### src/rtl/rv32_mem_pkg.sv
// ----------------------------------------------------------------------------
// rv32_mem_pkg
// Shared types and constants for the RV32I unified-memory arbiter.
//   state_t   : arbiter FSM states (IDLE, ISSUE, WAIT, RESP)
//   req_id_t  : requester identity (REQ_IF = fetch, REQ_D = load/store)
//   ADDR_W_DEF / DATA_W_DEF : default address and data widths
// ----------------------------------------------------------------------------
package rv32_mem_pkg;

  localparam int ADDR_W_DEF = 32;
  localparam int DATA_W_DEF = 32;

  typedef enum logic [1:0] {
    IDLE  = 2'd0,
    ISSUE = 2'd1,
    WAIT  = 2'd2,
    RESP  = 2'd3
  } state_t;

  typedef enum logic {
    REQ_IF = 1'b0,
    REQ_D  = 1'b1
  } req_id_t;

endpackage : rv32_mem_pkg

### src/rtl/rv32_mem_arb_pick.sv
// ----------------------------------------------------------------------------
// rv32_mem_arb_pick
// Combinational winner select between the fetch and load/store requesters.
// Build option (macro MEM_ARB_RR_EN):
//   undefined : fixed priority, D wins a simultaneous request
//   defined   : round-robin on contention, the requester not granted last wins
// An uncontended request is granted to its requester in both builds.
// Ports:
//   if_req_i       fetch request
//   d_req_i        load/store request
//   last_winner_i  requester granted on the most recent IDLE->ISSUE
//   valid_o        at least one request present
//   winner_o       selected requester (meaningful only while valid_o)
// ----------------------------------------------------------------------------
module rv32_mem_arb_pick
  import rv32_mem_pkg::*;
(
  input  logic    if_req_i,
  input  logic    d_req_i,
  input  req_id_t last_winner_i,
  output logic    valid_o,
  output req_id_t winner_o
);

  assign valid_o = if_req_i | d_req_i;

  always_comb begin
    winner_o = REQ_D;
    if (if_req_i && !d_req_i) begin
      winner_o = REQ_IF;
    end else if (if_req_i && d_req_i) begin
`ifdef MEM_ARB_RR_EN
      // Alternate: whoever was not served last gets the memory now.
      winner_o = (last_winner_i == REQ_D) ? REQ_IF : REQ_D;
`else
      // A pending load/store already stalls the pipe, so it goes first.
      winner_o = REQ_D;
`endif
    end
  end

`ifndef MEM_ARB_RR_EN
  // Fixed priority has no history; keep the input visibly consumed.
  logic unused_last_winner;
  assign unused_last_winner = last_winner_i;
`endif

endmodule : rv32_mem_arb_pick

### src/rtl/rv32_mem_arbiter.sv
// ----------------------------------------------------------------------------
// rv32_mem_arbiter
// Shares one single-ported memory between RV32I instruction fetch (IF) and
// load/store (D). One transaction is outstanding at a time:
//   IDLE  -> sample requests, latch winner and payload
//   ISSUE -> hold mem_req with a stable payload until mem_gnt
//   WAIT  -> wait for mem_rvalid; watchdog gives an error response after
//            TIMEOUT cycles (TIMEOUT = 0 disables the watchdog)
//   RESP  -> one-cycle response pulse to the winner
// All mem_* and response outputs come straight from flops.
// Build option: MEM_ARB_RR_EN selects round-robin arbitration on contention
// (see rv32_mem_arb_pick); undefined gives fixed D-over-IF priority.
//
// Handshakes: a requester raises *_req with its payload and holds both until
// its *_rsp_valid pulse; it may change or drop them at the edge ending that
// pulse. Toward memory, mem_req and payload are held until the cycle mem_gnt
// is seen high; mem_rvalid is honoured only in WAIT, so any response that
// arrives outside WAIT (e.g. after a timeout) is discarded.
//
// Ports:
//   clk, rst                       clock, asynchronous active-high reset
//   if_req/if_addr                 fetch request side
//   if_rsp_valid/if_rsp_err/if_rdata fetch response side
//   d_req/d_we/d_addr/d_wdata/d_be load/store request side
//   d_rsp_valid/d_rsp_err/d_rdata  load/store response side (rdata 0 on stores)
//   mem_req/mem_we/mem_addr/mem_wdata/mem_be  memory request
//   mem_gnt/mem_rvalid/mem_rdata   memory accept and response
//   busy                           FSM not in IDLE
//   dbg_state                      current FSM state, for checkers
// ----------------------------------------------------------------------------
module rv32_mem_arbiter
  import rv32_mem_pkg::*;
#(
  parameter int ADDR_W  = ADDR_W_DEF,
  parameter int DATA_W  = DATA_W_DEF,
  parameter int TIMEOUT = 255
) (
  input  logic                clk,
  input  logic                rst,
  // fetch side
  input  logic                if_req,
  input  logic [ADDR_W-1:0]   if_addr,
  output logic                if_rsp_valid,
  output logic                if_rsp_err,
  output logic [DATA_W-1:0]   if_rdata,
  // load/store side
  input  logic                d_req,
  input  logic                d_we,
  input  logic [ADDR_W-1:0]   d_addr,
  input  logic [DATA_W-1:0]   d_wdata,
  input  logic [DATA_W/8-1:0] d_be,
  output logic                d_rsp_valid,
  output logic                d_rsp_err,
  output logic [DATA_W-1:0]   d_rdata,
  // memory side
  output logic                mem_req,
  output logic                mem_we,
  output logic [ADDR_W-1:0]   mem_addr,
  output logic [DATA_W-1:0]   mem_wdata,
  output logic [DATA_W/8-1:0] mem_be,
  input  logic                mem_gnt,
  input  logic                mem_rvalid,
  input  logic [DATA_W-1:0]   mem_rdata,
  // status
  output logic                busy,
  output state_t              dbg_state
);

  localparam int BE_W  = DATA_W / 8;
  // At least one bit so the disabled-watchdog build still elaborates.
  localparam int CNT_W = (TIMEOUT > 0) ? $clog2(TIMEOUT + 1) : 1;
  localparam bit WDOG_EN = (TIMEOUT != 0);
  localparam logic [CNT_W-1:0] CNT_SAT = '1;
  localparam logic [CNT_W-1:0] CNT_LAST = CNT_W'((TIMEOUT > 0) ? TIMEOUT - 1 : 0);

  // --------------------------------------------------------------------------
  // State and registered outputs
  // --------------------------------------------------------------------------
  state_t            state_q,       state_d;
  req_id_t           winner_q,      winner_d;
  req_id_t           last_winner_q, last_winner_d;
  logic [CNT_W-1:0]  cnt_q,         cnt_d;

  logic              mem_req_q,     mem_req_d;
  logic              mem_we_q,      mem_we_d;
  logic [ADDR_W-1:0] mem_addr_q,    mem_addr_d;
  logic [DATA_W-1:0] mem_wdata_q,   mem_wdata_d;
  logic [BE_W-1:0]   mem_be_q,      mem_be_d;

  logic              if_rsp_valid_q, if_rsp_valid_d;
  logic              if_rsp_err_q,   if_rsp_err_d;
  logic [DATA_W-1:0] if_rdata_q,     if_rdata_d;
  logic              d_rsp_valid_q,  d_rsp_valid_d;
  logic              d_rsp_err_q,    d_rsp_err_d;
  logic [DATA_W-1:0] d_rdata_q,      d_rdata_d;

  // --------------------------------------------------------------------------
  // Arbitration
  // --------------------------------------------------------------------------
  logic    pick_valid;
  req_id_t pick_winner;

  rv32_mem_arb_pick u_pick (
    .if_req_i      (if_req),
    .d_req_i       (d_req),
    .last_winner_i (last_winner_q),
    .valid_o       (pick_valid),
    .winner_o      (pick_winner)
  );

  // --------------------------------------------------------------------------
  // Next-state and next-output logic
  // --------------------------------------------------------------------------
  always_comb begin
    state_d        = state_q;
    winner_d       = winner_q;
    last_winner_d  = last_winner_q;
    cnt_d          = cnt_q;
    mem_req_d      = mem_req_q;
    mem_we_d       = mem_we_q;
    mem_addr_d     = mem_addr_q;
    mem_wdata_d    = mem_wdata_q;
    mem_be_d       = mem_be_q;
    if_rsp_valid_d = if_rsp_valid_q;
    if_rsp_err_d   = if_rsp_err_q;
    if_rdata_d     = if_rdata_q;
    d_rsp_valid_d  = d_rsp_valid_q;
    d_rsp_err_d    = d_rsp_err_q;
    d_rdata_d      = d_rdata_q;

    unique case (state_q)
      IDLE: begin
        if (pick_valid) begin
          state_d       = ISSUE;
          winner_d      = pick_winner;
          last_winner_d = pick_winner;
          mem_req_d     = 1'b1;
          if (pick_winner == REQ_D) begin
            mem_we_d    = d_we;
            mem_addr_d  = d_addr;
            mem_wdata_d = d_wdata;
            mem_be_d    = d_be;
          end else begin
            // Fetch is always a full-word read.
            mem_we_d    = 1'b0;
            mem_addr_d  = if_addr;
            mem_wdata_d = '0;
            mem_be_d    = '1;
          end
        end
      end

      ISSUE: begin
        if (mem_gnt) begin
          state_d   = WAIT;
          mem_req_d = 1'b0;
          cnt_d     = '0;
        end
      end

      WAIT: begin
        if (mem_rvalid) begin
          state_d = RESP;
          if (winner_q == REQ_D) begin
            d_rsp_valid_d = 1'b1;
            d_rsp_err_d   = 1'b0;
            // Stores carry no read data back to the pipeline.
            d_rdata_d     = mem_we_q ? '0 : mem_rdata;
          end else begin
            if_rsp_valid_d = 1'b1;
            if_rsp_err_d   = 1'b0;
            if_rdata_d     = mem_rdata;
          end
        end else begin
          if (cnt_q != CNT_SAT) begin
            cnt_d = cnt_q + 1'b1;
          end
          // The current cycle is the TIMEOUT-th one spent in WAIT.
          if (WDOG_EN && (cnt_q == CNT_LAST)) begin
            state_d = RESP;
            if (winner_q == REQ_D) begin
              d_rsp_valid_d = 1'b1;
              d_rsp_err_d   = 1'b1;
              d_rdata_d     = '0;
            end else begin
              if_rsp_valid_d = 1'b1;
              if_rsp_err_d   = 1'b1;
              if_rdata_d     = '0;
            end
          end
        end
      end

      RESP: begin
        state_d        = IDLE;
        if_rsp_valid_d = 1'b0;
        if_rsp_err_d   = 1'b0;
        d_rsp_valid_d  = 1'b0;
        d_rsp_err_d    = 1'b0;
      end

      default: begin
        state_d = IDLE;
      end
    endcase
  end

  // --------------------------------------------------------------------------
  // Registers
  // --------------------------------------------------------------------------
  always_ff @(posedge clk or posedge rst) begin
    if (rst) begin
      state_q        <= IDLE;
      winner_q       <= REQ_IF;
      last_winner_q  <= REQ_D;
      cnt_q          <= '0;
      mem_req_q      <= 1'b0;
      mem_we_q       <= 1'b0;
      mem_addr_q     <= '0;
      mem_wdata_q    <= '0;
      mem_be_q       <= '0;
      if_rsp_valid_q <= 1'b0;
      if_rsp_err_q   <= 1'b0;
      if_rdata_q     <= '0;
      d_rsp_valid_q  <= 1'b0;
      d_rsp_err_q    <= 1'b0;
      d_rdata_q      <= '0;
    end else begin
      state_q        <= state_d;
      winner_q       <= winner_d;
      last_winner_q  <= last_winner_d;
      cnt_q          <= cnt_d;
      mem_req_q      <= mem_req_d;
      mem_we_q       <= mem_we_d;
      mem_addr_q     <= mem_addr_d;
      mem_wdata_q    <= mem_wdata_d;
      mem_be_q       <= mem_be_d;
      if_rsp_valid_q <= if_rsp_valid_d;
      if_rsp_err_q   <= if_rsp_err_d;
      if_rdata_q     <= if_rdata_d;
      d_rsp_valid_q  <= d_rsp_valid_d;
      d_rsp_err_q    <= d_rsp_err_d;
      d_rdata_q      <= d_rdata_d;
    end
  end

  // --------------------------------------------------------------------------
  // Outputs
  // --------------------------------------------------------------------------
  assign mem_req      = mem_req_q;
  assign mem_we       = mem_we_q;
  assign mem_addr     = mem_addr_q;
  assign mem_wdata    = mem_wdata_q;
  assign mem_be       = mem_be_q;
  assign if_rsp_valid = if_rsp_valid_q;
  assign if_rsp_err   = if_rsp_err_q;
  assign if_rdata     = if_rdata_q;
  assign d_rsp_valid  = d_rsp_valid_q;
  assign d_rsp_err    = d_rsp_err_q;
  assign d_rdata      = d_rdata_q;
  assign busy         = (state_q != IDLE);
  assign dbg_state    = state_q;

endmodule : rv32_mem_arbiter
### config.mk
export PLATFORM = sky130hd
export DESIGN_NAME = rv32_mem_arbiter
export DESIGN_NICKNAME = d
export VERILOG_FILES = /design/src/rtl/rv32_mem_pkg.sv /design/src/rtl/rv32_mem_arb_pick.sv /design/src/rtl/rv32_mem_arbiter.sv
export SDC_FILE = /design/constraint.sdc
export NUM_CORES = 1
export LEC_CHECK = 0
export ABC_AREA = 1
export BUFFER_PORTS_ARGS = -buffer_cell sky130_fd_sc_hd__buf_4
export CORE_MARGIN = 2
export CORE_UTILIZATION = 45
export CTS_CLUSTER_SIZE = 16
export DETAILED_ROUTE_END_ITERATION = 10
export PLACE_DENSITY = 0.73
export SKIP_LAST_GASP = 1
export SYNTH_ARGS = -nofsm -noshare
export SYNTH_HDL_FRONTEND = slang
export SYNTH_HIERARCHICAL = 1
export SYNTH_SLANG_ARGS = --single-unit
### constraint.sdc
create_clock -name clk -period 4.9 [get_ports clk]
set_input_delay 0.245 -clock clk [delete_from_list [all_inputs] [get_ports clk]]
set_output_delay 0.245 -clock clk [all_outputs]
set_load 0.02 [all_outputs]
Word level (Yosys, flattened, before mapping)
Cells that the tools add are included.
Widths: inputs -> output; s select.

word-level totals
  bits in registers = 149
  input bits = 139
  output and inout bits = 141
  logic and storage cells = 90

operators by class
  $add $sub $neg = 1
  equality and inequality tests = 12
  muxes and demuxes = 44
  bitwise operators = 2
  reduce and logical (&&, ||, !) cells = 17

operator list
  cell                 number
  $mux 32              11
  $mux 8               3
  $mux 1               18
  $reduce_and 3->1     6
  $pmux 8 s2           1
  $ne 2x2->1 const B   6
  $pmux 1 s2           5
  $reduce_bool 2->1    5
  $add 8x1->8 const B  1
  $eq 8x8->1 const B   1
  $mux 2               4
  $ne 8x8->1 const B   1
  $pmux 2 s4           1
  $eq 2x2->1 const B   2
  $mux 4               1
  $reduce_and 2->1     2
  $reduce_and 4->1     1
  $ne 3x3->1 const B   1
  $eq 2x1->1 const B   1
  $logic_not 2->1      1
  $logic_and 1x1->1    1
  $logic_not 1->1      1
  $not 1->1            1
  $or 1x1->1           1

Longest topological paths before layout
  word-level depth = 4
  mapped depth = 9
  depth with buffers taken out = 9

Cells and area by module
Netlist, hierarchy kept.

modules (own cells, without submodules)
  module             times used  cells an instance  area an instance (µm²)  sequential area each (µm²)
  rv32_mem_arbiter   1           690                6354.8                  3754.9
  rv32_mem_arb_pick  1           4                  15.0                    0.0

Least setup slack after synthesis
Ideal clock, no wire load.

  path kind = reg2reg
  start = register state_q[0], in the netlist dbg_state[0]
  end = register if_rdata_q[0], in the netlist if_rdata[0]
  library setup time = 117 ps
  arrival = 1544 ps
  data required time = 4783 ps
  setup slack = 3239 ps
  cell stages (with the launch flop) = 9
  cell sequence = dfrtp_1 inv_1 ha_1 inv_1 nor2_1 nand2_2 buf_2 nand2_1 nand2_1

on the way
  word-level cells in the longest chain between the ends = 2

ends and longest elaborated chain
  item                        line                     text
  start: declaration          rv32_mem_arbiter.sv:79   state_t state_q, state_d;
  start signal: assignment    rv32_mem_arbiter.sv:229  state_q <= state_d;
  $eq 2x2->1                  rv32_mem_arbiter.sv:131  unique case (state_q)
  $reduce_and 3->1 (no line)  n/a
  end signal: assignment      rv32_mem_arbiter.sv:240  if_rdata_q <= if_rdata_d;
  end: declaration            rv32_mem_arbiter.sv:92   logic [DATA_W-1:0] if_rdata_q, if_rdata_d;

Every way passes these cells.
A chain may end at the register's enable or synchronous reset.

Final worst setup path
  start = register state_q[0], in the netlist dbg_state[0]
  end = register mem_be_q[3], in the netlist mem_be[3]

on the way
  word-level cells in the longest chain between the ends = 2

ends and longest elaborated chain
  item                        line                     text
  $logic_not 2->1             rv32_mem_arbiter.sv:131
  $reduce_and 2->1 (no line)  n/a
  end signal: assignment      rv32_mem_arbiter.sv:237  mem_be_q <= mem_be_d;
  end: declaration            rv32_mem_arbiter.sv:88   logic [BE_W-1:0] mem_be_q, mem_be_d;

Every way passes these cells.

==> flow_summary.ini <==
[critical_path]
crit_fanout = 37
crit_type = reg2reg
arrival_ps = 2830
crit_path_end_kind = flop
crit_required_ps = 5200
critPathLaunchType = flop

[drt]
dr_wl_met2_um = 9060
drt_first_pass_iters = 4
vias = 5922
wl_um = 18500
wl_per_cell_um = 16.2
drc = 0
via_per_inst = 5.18
first_iter_violations = 353
m1WireLength_um = 7280
route.met3.wl_um = 1780
top_layer = met4
drtAntennaViolNets = 0

[sta]
clock_skew_ps = 7.57
period_needed_ps = 2520
worst_pin_slew_ps = 1050
setup_viol = 0
tns_ps = 0
clock.fmax_ghz = 0.396
final_hold_viol_count = 0
slew_headroom_pct = 29.8
rsz0062_at_grt = no
post-route-period-util_pct = 51.5
slew_viol_final = 0

[placement]
port_buffers = 279
place.gp.congestion = 0.839
dpl.hpwl_um = 12900

[power]
power.density_mw_per_mm2 = 673
leakage_nw = 4.72
power.total_mw = 6.11
vdd.ir_drop.worst_mv = 0.340

[cts]
cts_tree = built
cts_made_buffers = 17
clk_pin_slew_ps = 60
ctsRootBufferMaster = clkbuf_16
htreeDepth = 4
cts_setup_buffers = 0
clkLatencyLatePin_ps = 420
cts-resized-gates = 0
cts_hold_buffers = 0
clockBufferDepth = 2
clkSinkCount = 149

[outcome]
status = finished, final reports clean

[cells_and_area]
n_fill_cell = 1194
fin_nets = 1097
mostFrequentLayoutCells = 285 x buf_4, 188 x nand2_1, 149 x dfrtp_1
final_layout_size_suffix_gt1_share_pct = 34.2
area_growth_pct = 43.2
n_antenna_cell = 0
final_common_cell = buf_4

[global_route]
grt_pass1_wl_um = 28600
antenna_found_initial = 0
grt_pass1_vias = 5722
grt_max_degree = 96
grt_usage_pct = 24.6
grt_overflow = 0

[floorplanning]
start_util_pct = 45.8
ios = 280
die_area_mm2 = 0.0150
coreArea_mm2 = 0.0138
die_w_um = 123
fp-row-count = 43
die_y_um = 123

[logic_synthesis]
syn_area_mm2 = 0.00634
yosys_warnings = 6
syn-mean-instance-area_um2 = 9.17
syn_nets = 837
syn_inst = 691

[flow_run]
cap_violations = 0

[worst_hold_path]
holdCritPathClass = in2async
## stage by stage
stage	util [%]	setup slack [ps]	hold WS, ps	instances	area (µm²)
after CTS	65.6	2350	25.7	1144	9080
final	65.6	2380	5.37	1144	9080
after global routing	65.6	2140	28.1	1144	9080
after global placement	61.4	2350	456	1112	8500
after detailed placement	61.4	2320	460	1112	8500
after floorplan	-	647	372	691	6340
## area by class of cell
class	count	area [µm²]	share of cell area (%)
flip-flops and latches	149	3730	41.1
multi-input cells	472	2300	25.3
repair buffers	285	2140	23.6
clock buffers	24	482	5.31
well taps	180	225	2.48
inverters	26	103	1.13
clock inverters	8	98.8	1.09
## path summary, 6_finish.rpt
kind | from | end | slack, ps | cells past startpoint
max in group asynchronous | rst | mem_be[2] | 3640 | 3
worst min register to register | if_rdata[1] | if_rdata[1] | 470 | 2
worst max-delay path | dbg_state[0] | mem_be[3] | 2380 | 6
min in group clk | d_wdata[20] | mem_wdata[20] | 40 | 2
worst min-delay path | rst | mem_addr[7] | 5 | 2
worst max register to register | dbg_state[0] | mem_be[3] | 2380 | 6
## critical path, cell delays in order (launching register included)
cell	delay, ps
dfrtp_1	420
inv_1	110
ha_1	250
nand2_2	470
buf_4	480
inv_2	360
o22a_1	300
## power breakdown
| group | total (mW) | switching [mW] | internal, mW |
|---|---|---|---|
| registers | 2.06 | 0.308 | 1.76 |
| logic | 2.77 | 1.65 | 1.12 |
| clock network | 1.28 | 0.490 | 0.788 |
| total | 6.11 | 2.44 | 3.66 |
## metal layers
layer,vias to the layer above,GRT usage [%]
met5,-,0
met2,268,41.0
met4,0,9.41
met1,2813,29.8
met3,26,7.81
li1,2815,-
## flip-flops by register name (all words and copies together) (netlist names), 2 cells and up
register / count
d_rdata: 32
if_rdata: 32
mem_addr: 32
mem_wdata: 32
cnt_q: 8
mem_be: 4
dbg_state: 2
(Power assumes the default switching activity.)
